--- config.mk ---
export PLATFORM = sky130hd
export DESIGN_NAME = pipe_stage_reg
export DESIGN_NICKNAME = d
export VERILOG_FILES = /design/src/rtl/pipe_pkg.sv /design/src/rtl/pipe_entry_reg.sv /design/src/rtl/pipe_stage_reg.sv
export SDC_FILE = /design/constraint.sdc
export NUM_CORES = 1
export LEC_CHECK = 0
export CAP_MARGIN = 20
export CORE_AREA = 2 2 185 187
export CTS_BUF_LIST = sky130_fd_sc_hd__clkbuf_16
export CTS_CLUSTER_SIZE = 30
export DETAILED_ROUTE_END_ITERATION = 12
export DIE_AREA = 0 0 187 189
export GPL_TIMING_DRIVEN = 1
export PLACE_DENSITY = 0.79
export SLEW_MARGIN = 25
export SYNTH_ARGS = -nofsm -noshare
export SYNTH_HDL_FRONTEND = slang
export SYNTH_SLANG_ARGS = --single-unit
--- constraint.sdc ---
create_clock -name clk -period 5 [get_ports clk]
set_clock_uncertainty 0.2 [all_clocks]
set_input_delay 1 -clock clk [delete_from_list [all_inputs] [get_ports clk]]
set_output_delay 1 -clock clk [all_outputs]
set_load 0.01 [all_outputs]
--- src/rtl/pipe_pkg.sv ---
// Shared definitions for the pipeline stage registers: FSM encoding,
// control-bundle bit layout and per-boundary data-bundle widths.
package pipe_pkg;

    // Stage occupancy states
    localparam logic [1:0] ST_EMPTY = 2'b00;  // nothing held
    localparam logic [1:0] ST_FULL  = 2'b01;  // main entry live
    localparam logic [1:0] ST_SKID  = 2'b10;  // main and skid entries live

    // Control bundle layout, MSB first
    localparam int CTRL_W       = 12;
    localparam int CTRL_REGWRT  = 11;
    localparam int CTRL_MEMTOREG = 10;
    localparam int CTRL_PCTOREG = 9;
    localparam int CTRL_BRANCHN = 8;
    localparam int CTRL_BRANCHZ = 7;
    localparam int CTRL_JUMP    = 6;
    localparam int CTRL_JUMPMEM = 5;
    localparam int CTRL_MEMREAD = 4;
    localparam int CTRL_MEMWRITE = 3;
    localparam int CTRL_IMME    = 2;
    localparam int CTRL_ALUOP   = 0;  // ALUop occupies [CTRL_ALUOP+1:CTRL_ALUOP]

    // Data bundle widths at each pipeline boundary
    localparam int DATA_W_IFID  = 64;   // PC, instruction
    localparam int DATA_W_IDEX  = 128;  // Xrs, Xrt, imm, PC
    localparam int DATA_W_EXMEM = 128;  // Xrt, Y, PC_Y, PC
    localparam int DATA_W_MEMWB = 96;   // mem data, Y, PC_Y

    // Readable view of the control bundle
    typedef struct packed {
        logic       regwrt;
        logic       memtoreg;
        logic       pctoreg;
        logic       branchn;
        logic       branchz;
        logic       jump;
        logic       jumpmem;
        logic       memread;
        logic       memwrite;
        logic       imme;
        logic [1:0] aluop;
    } pipe_ctrl_t;

endpackage

--- src/rtl/pipe_entry_reg.sv ---
// One ctrl/data/rd holding register. Clear only zeroes the control bits
// (so a killed entry can never write anything); data and rd keep their
// old values since they are meaningless while the entry is invalid.
module pipe_entry_reg
    import pipe_pkg::*;
#(
    parameter int CTRL_W = 12,
    parameter int DATA_W = 128,
    parameter int RD_W   = 6
) (
    input  logic              clk,
    input  logic              rst_n,
    input  logic              load,
    input  logic              clear,
    input  logic [CTRL_W-1:0] d_ctrl,
    input  logic [DATA_W-1:0] d_data,
    input  logic [RD_W-1:0]   d_rd,
    output logic [CTRL_W-1:0] q_ctrl,
    output logic [DATA_W-1:0] q_data,
    output logic [RD_W-1:0]   q_rd
);

    // Falling-edge register: clear beats load
    always_ff @(negedge clk or negedge rst_n) begin
        if (!rst_n) begin
            q_ctrl <= '0;
            q_data <= '0;
            q_rd   <= '0;
        end else if (clear) begin
            q_ctrl <= '0;
        end else if (load) begin
            q_ctrl <= d_ctrl;
            q_data <= d_data;
            q_rd   <= d_rd;
        end
    end

endmodule

--- src/rtl/pipe_stage_reg.sv ---
// Pipeline boundary register with valid/ready handshake, a 2-entry skid
// buffer, flush-to-bubble and a saturating stall counter.
//
// Handshake: a transfer happens on a falling edge where valid and ready
// are both high. in_ready depends only on registered state, so there is
// no combinational path from out_ready back to in_ready. Data accepted on
// one falling edge is visible at the outputs after that same edge, never
// combinationally bypassed.
module pipe_stage_reg #(
    parameter int CTRL_W = pipe_pkg::CTRL_W,
    parameter int DATA_W = 128,
    parameter int RD_W   = 6,
    parameter int CNT_W  = 16
) (
    input  logic              clk,
    input  logic              rst_n,
    input  logic              flush,
    input  logic              in_valid,
    output logic              in_ready,
    input  logic [CTRL_W-1:0] in_ctrl,
    input  logic [DATA_W-1:0] in_data,
    input  logic [RD_W-1:0]   in_rd,
    output logic              out_valid,
    input  logic              out_ready,
    output logic [CTRL_W-1:0] out_ctrl,
    output logic [DATA_W-1:0] out_data,
    output logic [RD_W-1:0]   out_rd,
    output logic [CNT_W-1:0]  stall_cnt
);
    import pipe_pkg::*;

    logic [1:0]        state;
    logic [1:0]        state_nxt;
    logic              accept;
    logic              drain;
    logic              main_load;
    logic              main_from_skid;
    logic              skid_load;

    logic [CTRL_W-1:0] main_ctrl;
    logic [CTRL_W-1:0] main_d_ctrl;
    logic [DATA_W-1:0] main_d_data;
    logic [RD_W-1:0]   main_d_rd;
    logic [CTRL_W-1:0] skid_ctrl;
    logic [DATA_W-1:0] skid_data;
    logic [RD_W-1:0]   skid_rd;

    assign in_ready  = (state != ST_SKID);
    assign out_valid = (state != ST_EMPTY);
    assign accept    = in_valid & in_ready;
    assign drain     = out_valid & out_ready;

    // A bubble must never present live control bits downstream
    assign out_ctrl = out_valid ? main_ctrl : '0;

    // Next-state and entry load decisions; flush overrides everything
    always_comb begin
        state_nxt      = state;
        main_load      = 1'b0;
        main_from_skid = 1'b0;
        skid_load      = 1'b0;
        if (flush) begin
            state_nxt = ST_EMPTY;
        end else begin
            case (state)
                ST_EMPTY: begin
                    if (accept) begin
                        main_load = 1'b1;
                        state_nxt = ST_FULL;
                    end
                end
                ST_FULL: begin
                    if (drain && accept) begin
                        main_load = 1'b1;
                    end else if (drain) begin
                        state_nxt = ST_EMPTY;
                    end else if (accept) begin
                        skid_load = 1'b1;
                        state_nxt = ST_SKID;
                    end
                end
                ST_SKID: begin
                    if (drain) begin
                        main_load      = 1'b1;
                        main_from_skid = 1'b1;
                        state_nxt      = ST_FULL;
                    end
                end
                default: state_nxt = ST_EMPTY;
            endcase
        end
    end

    // Main entry refills from the skid entry when one is waiting
    always_comb begin
        main_d_ctrl = main_from_skid ? skid_ctrl : in_ctrl;
        main_d_data = main_from_skid ? skid_data : in_data;
        main_d_rd   = main_from_skid ? skid_rd   : in_rd;
    end

    // Occupancy state register
    always_ff @(negedge clk or negedge rst_n) begin
        if (!rst_n) state <= ST_EMPTY;
        else        state <= state_nxt;
    end

    // Stall counter: held-output edges, saturating, not counted on flush
    always_ff @(negedge clk or negedge rst_n) begin
        if (!rst_n) begin
            stall_cnt <= '0;
        end else if (out_valid && !out_ready && !flush && (stall_cnt != {CNT_W{1'b1}})) begin
            stall_cnt <= stall_cnt + {{(CNT_W-1){1'b0}}, 1'b1};
        end
    end

    pipe_entry_reg #(
        .CTRL_W (CTRL_W),
        .DATA_W (DATA_W),
        .RD_W   (RD_W)
    ) u_main (
        .clk    (clk),
        .rst_n  (rst_n),
        .load   (main_load),
        .clear  (flush),
        .d_ctrl (main_d_ctrl),
        .d_data (main_d_data),
        .d_rd   (main_d_rd),
        .q_ctrl (main_ctrl),
        .q_data (out_data),
        .q_rd   (out_rd)
    );

    pipe_entry_reg #(
        .CTRL_W (CTRL_W),
        .DATA_W (DATA_W),
        .RD_W   (RD_W)
    ) u_skid (
        .clk    (clk),
        .rst_n  (rst_n),
        .load   (skid_load),
        .clear  (flush),
        .d_ctrl (in_ctrl),
        .d_data (in_data),
        .d_rd   (in_rd),
        .q_ctrl (skid_ctrl),
        .q_data (skid_data),
        .q_rd   (skid_rd)
    );

endmodule

Word-level counts from Yosys, hierarchy flattened
Index checks and enable logic that the tools add are counted.
{"block": "word_totals", "reg_bits": 310, "latchBits": 0, "memories": 0, "input_bits": 151, "rom_bits": 0, "out_inout_bits": 164, "elab_cells": 59, "ramBits": 0}
{"block": "op_classes", "n_div": 0, "addsub": 1, "n_lt_le_gt_ge": 0, "n_eq_ne": 8, "reduce_logical": 13, "mul": 0, "muxes": 26, "n_bitwise": 3, "n_shift": 0}
{"cell": "$mux 128", "count": 1}
{"cell": "$mux 12", "count": 6}
{"cell": "$add 16x1->16 const B", "count": 1}
{"cell": "$ne 16x16->1 const B", "count": 1}
{"cell": "$mux 2", "count": 6}
{"cell": "$mux 1", "count": 10}
{"cell": "$ne 3x3->1 const B", "count": 3}
{"cell": "$mux 6", "count": 1}
{"cell": "$pmux 2 s3", "count": 1}
{"cell": "$reduce_bool 2->1", "count": 3}
{"cell": "$logic_and 1x1->1", "count": 4}
{"cell": "$ne 4x4->1 const B", "count": 1}
{"cell": "$reduce_and 2->1", "count": 2}
{"cell": "$reduce_and 4->1", "count": 1}
{"cell": "$pmux 1 s3", "count": 1}
{"cell": "$and 1x1->1", "count": 2}
{"cell": "$eq 2x1->1 const B", "count": 1}
{"cell": "$eq 2x2->1 const B", "count": 1}
{"cell": "$logic_not 1->1", "count": 2}
{"cell": "$logic_not 2->1", "count": 1}
{"cell": "$ne 2x2->1 const B", "count": 1}
{"cell": "$not 1->1", "count": 1}

Logic depth before layout (Yosys ltp)
{"block": "depth", "depth_word": 9, "ltp_mapped": 7}

Hierarchy
Synthesis repeated with hierarchy kept, for this count alone.
{"block": "unflattened", "hier_cells": 917, "hier_area_um2": 13860.8}
{"module": "pipe_entry_reg", "seq_area_each_um2": 3653.5, "cells_each": 322, "area_per_inst_um2": 5461.5, "n_inst": 2}
{"module": "pipe_stage_reg", "seq_area_each_um2": 450.4, "cells_each": 273, "area_per_inst_um2": 2937.8, "n_inst": 1}

==> results.toml <==
[sta]
tns_ns = -1.932
rsz0062_at_grt = "yes"
final_max_slew_viol_count = 0
worst_pin_slew_ns = 0.8499
slew_headroom_pct = 42.91
finalSetupViolCount = 14
hold_ws_ns = 0.2271
fin_ws_ns = -0.1695
finalHoldViolations = 0

[critical_path]
arrival_ns = 3.97
cp.required_ns = 3.80
regToRegSetupSlack_ns = 2.37
crit_path_start_kind = "flip-flop"
critPathMaxFanout = 7
end_kind = "output port"
crit_type = "flip-flop to output port"
timing.rr.start = "stall_cnt[0]"
r2r_end = "stall_cnt[1]"
r2r_cells = 5

[clock_tree]
postCtsHoldBufs = 0
cts_buffers = 35
path_clk_slew_ns = 0.04
cts_root_buf = "clkbuf_16"
clockBufferDepth = 3
htree_levels = 2
cts_tree = "built"
cts_sinks = 310
worstSkewPairLatency_ns = 0.51

[yosys]
syn_avg_cell_area_sq_um = 15.66
syn-num-nets = 1039
synth_ff_type = "dfrtn_1"
ys_warn_count = 0
seq_area_frac_synth_pct = 55.83
ys_types = 45
synthCells = 887
synth_edf_count = 0
async_flop_share_pct = 100.0
synth_seq_cells = 310
synthesis.area_sq_um = 13890

[route]
routedWlPerCell_um = 18.74
ant_nets = 0
dr.pass1.iters = 4
drc = 0
num_vias = 8743
vias_per_cell = 4.973
wl_mm = 32.95
drt_iter0_drc = 253

[grt]
antenna_found_initial = 2
grt_max_degree = 67
grt_pass1_wl_mm = 52.83
grt_use_total_pct = 18.55
first_global_vias = 9650
overflow = 0

[floorplanning]
core.rowCount = 67
die_w_um = 187
die_h_um = 189
coreArea_sq_um = 33280
start_util_pct = 41.75
pin_count = 315
fp.dieArea_sq_um = 35340

[hold_path]
whs_path_depth = 1
hp-class = "flip-flop to flip-flop"
whs_endpoint = "u_skid.q_data[21]"
min_from = "u_skid.q_data[21]"

[placement]
post-place-ws_ns = -0.8027
port_buffers = 314
dp.cells = 1670
gp_congestion = 0.7820
dp_hpwl_mm = 22.74

[power]
p_leak_nw = 8.744
p_per_area_nw_per_um2 = 378.4
ir_drop_v = 0.0002646

[layout]
drive_gt1_share_pct = 42.43
area_delta_synth_final_pct = 39.56
nNetsFinal = 1439
layoutNonFillerInstCount = 1758

[flow_run]
maxCapViolCount = 0

[run_status]
violations = "negative setup slack"
outcome = "finished, violations left"
## critical path, stage by stage, from the launching register on
cell	delay (ns)
dfrtn_1	0.37
nor2_4	0.26
buf_12	0.15
nor2b_1	0.04
buf_2	0.14
## final cells by class
class | count | area [sq um]
repair buffers | 418 | 4128
clock inverters | 21 | 110.1
multi-input cells | 521 | 5901
inverters | 1 | 3.754
fillers | 2654 | 13890
flip-flops and latches | 310 | 7757
well taps | 448 | 560.5
clock buffers | 37 | 925.9
diodes | 2 | 5.005
## kinds of logic (layout without fill, tap and decap cells)
group                      count (synthesis)  in the layout  share of synthesized area [%]
other                                      0              2                              0
buffers and inverters                     56            477                          3.188
adders and majority gates                  1              1                        0.09004
xor gates and xnor gates                  16             16                          1.009
DFF                                      310            310                          55.83
muxes                                    415            415                          35.15
AOI/OAI and AO/OA                         28             28                          1.738
and+or+nand+nor                           61             61                          2.999
## registers in the layout, summed over array words and instances, names as in the netlist
name / flops
u_main.q_rd: 6
u_main.q_ctrl: 12
u_skid.q_ctrl: 12
stall_cnt: 16
u_main.q_data: 128
u_skid.q_rd: 6
state: 2
u_skid.q_data: 128
## where the power goes
part           switching [mW]  total [mW]  internal [mW]
clock                   0.972        2.34           1.37
sequential              0.306        3.44           3.13
combinational           0.593        1.56          0.963
## metrics by stage
stage	utilization (%)	total power, mW	instance area (sq um)
6_report	58.27	7.337	19390
5_1_grt	58.27	7.690	19390
4_1_cts	58.18	7.424	19360
3_5_place_dp	54.59	5.163	18170
3_3_place_gp	54.59	5.096	18170
2_1_floorplan	-	4.238	14140
## layer usage
| layer | global-route usage (%) | share of wire [%] | up-vias |
|---|---|---|---|
| li1 | - | - | 4008 |
| met1 | 23.47 | 43 | 4430 |
| met2 | 31.98 | 50 | 240 |
| met3 | 3.800 | 4.7 | 65 |
| met4 | 5.922 | 2.7 | 0 |
| met5 | 0 | 0 | - |
## how the worst max path moves through the flow
| stage | slack (ns) | from | to | depth (start not counted) |
|---|---|---|---|---|
| 5_1_grt | -0.23 | state[0] | out_ctrl[5] | 4 |
| 4_1_cts | -0.23 | state[1] | out_ctrl[5] | 5 |
| 6_report | -0.17 | state[0] | out_ctrl[5] | 4 |
| 2_1_floorplan | -0.11 | flush | u_main.q_data[0] | 6 |
| 3_3_place_gp | -0.72 | out_ready | u_main.q_data[104] | 6 |
| 3_5_place_dp | -0.80 | out_ready | u_main.q_data[50] | 6 |
## repair_timing
item | 4_1_cts | 5_1_grt
gates cloned | 6 | 0
endpoints found under the setup margin | 466 | 128
buffers inserted | 17 | 7
pin swaps | 1 | 1
hold endpoints to repair | 0 | 0
resized for setup | 232 | 9
## Yosys cell counts (2+ instances only)
| cell | number | area share, % |
|---|---|---|
| mux2_2 | 311 | 25 |
| buf_2 | 23 | 0.83 |
| and2_1 | 2 | 0.090 |
| and2b_1 | 2 | 0.11 |
| nand3_1 | 4 | 0.14 |
| nor2b_1 | 12 | 0.54 |
| mux2i_1 | 12 | 0.86 |
| nor4_1 | 2 | 0.090 |
| or3_1 | 2 | 0.090 |
| nor4_2 | 2 | 0.18 |
| nor2_1 | 6 | 0.16 |
| clkbuf_1 | 5 | 0.14 |
| nand2_1 | 4 | 0.11 |
| buf_4 | 7 | 0.38 |
| nor3_1 | 7 | 0.25 |
| buf_6 | 11 | 0.89 |
| xor2_1 | 15 | 0.95 |
| dfrtn_1 | 310 | 56 |
| nand3b_1 | 2 | 0.11 |
| mux2_1 | 32 | 2.6 |
| mux2_4 | 60 | 6.5 |
| o2bb2ai_1 | 12 | 0.76 |
| nand2b_1 | 3 | 0.14 |
| buf_8 | 7 | 0.76 |
| a22o_1 | 12 | 0.76 |
| nand4_1 | 3 | 0.14 |
## cell usage in the layout, fill, tap and decap left out, types with 10 or more instances in the layout
cell,Yosys,final
inv_1,1,13
mux2_1,32,28
buf_4,7,73
buf_2,23,10
dfrtn_1,310,310
mux2_4,60,107
xor2_1,15,15
o2bb2ai_1,12,12
dlygate4sd2_1,0,149
a22o_1,12,12
mux2i_1,12,12
clkdlybuf4s50_1,0,146
mux2_2,311,268
buf_12,1,21
clkbuf_16,0,37
(Power assumes the default switching activity.)
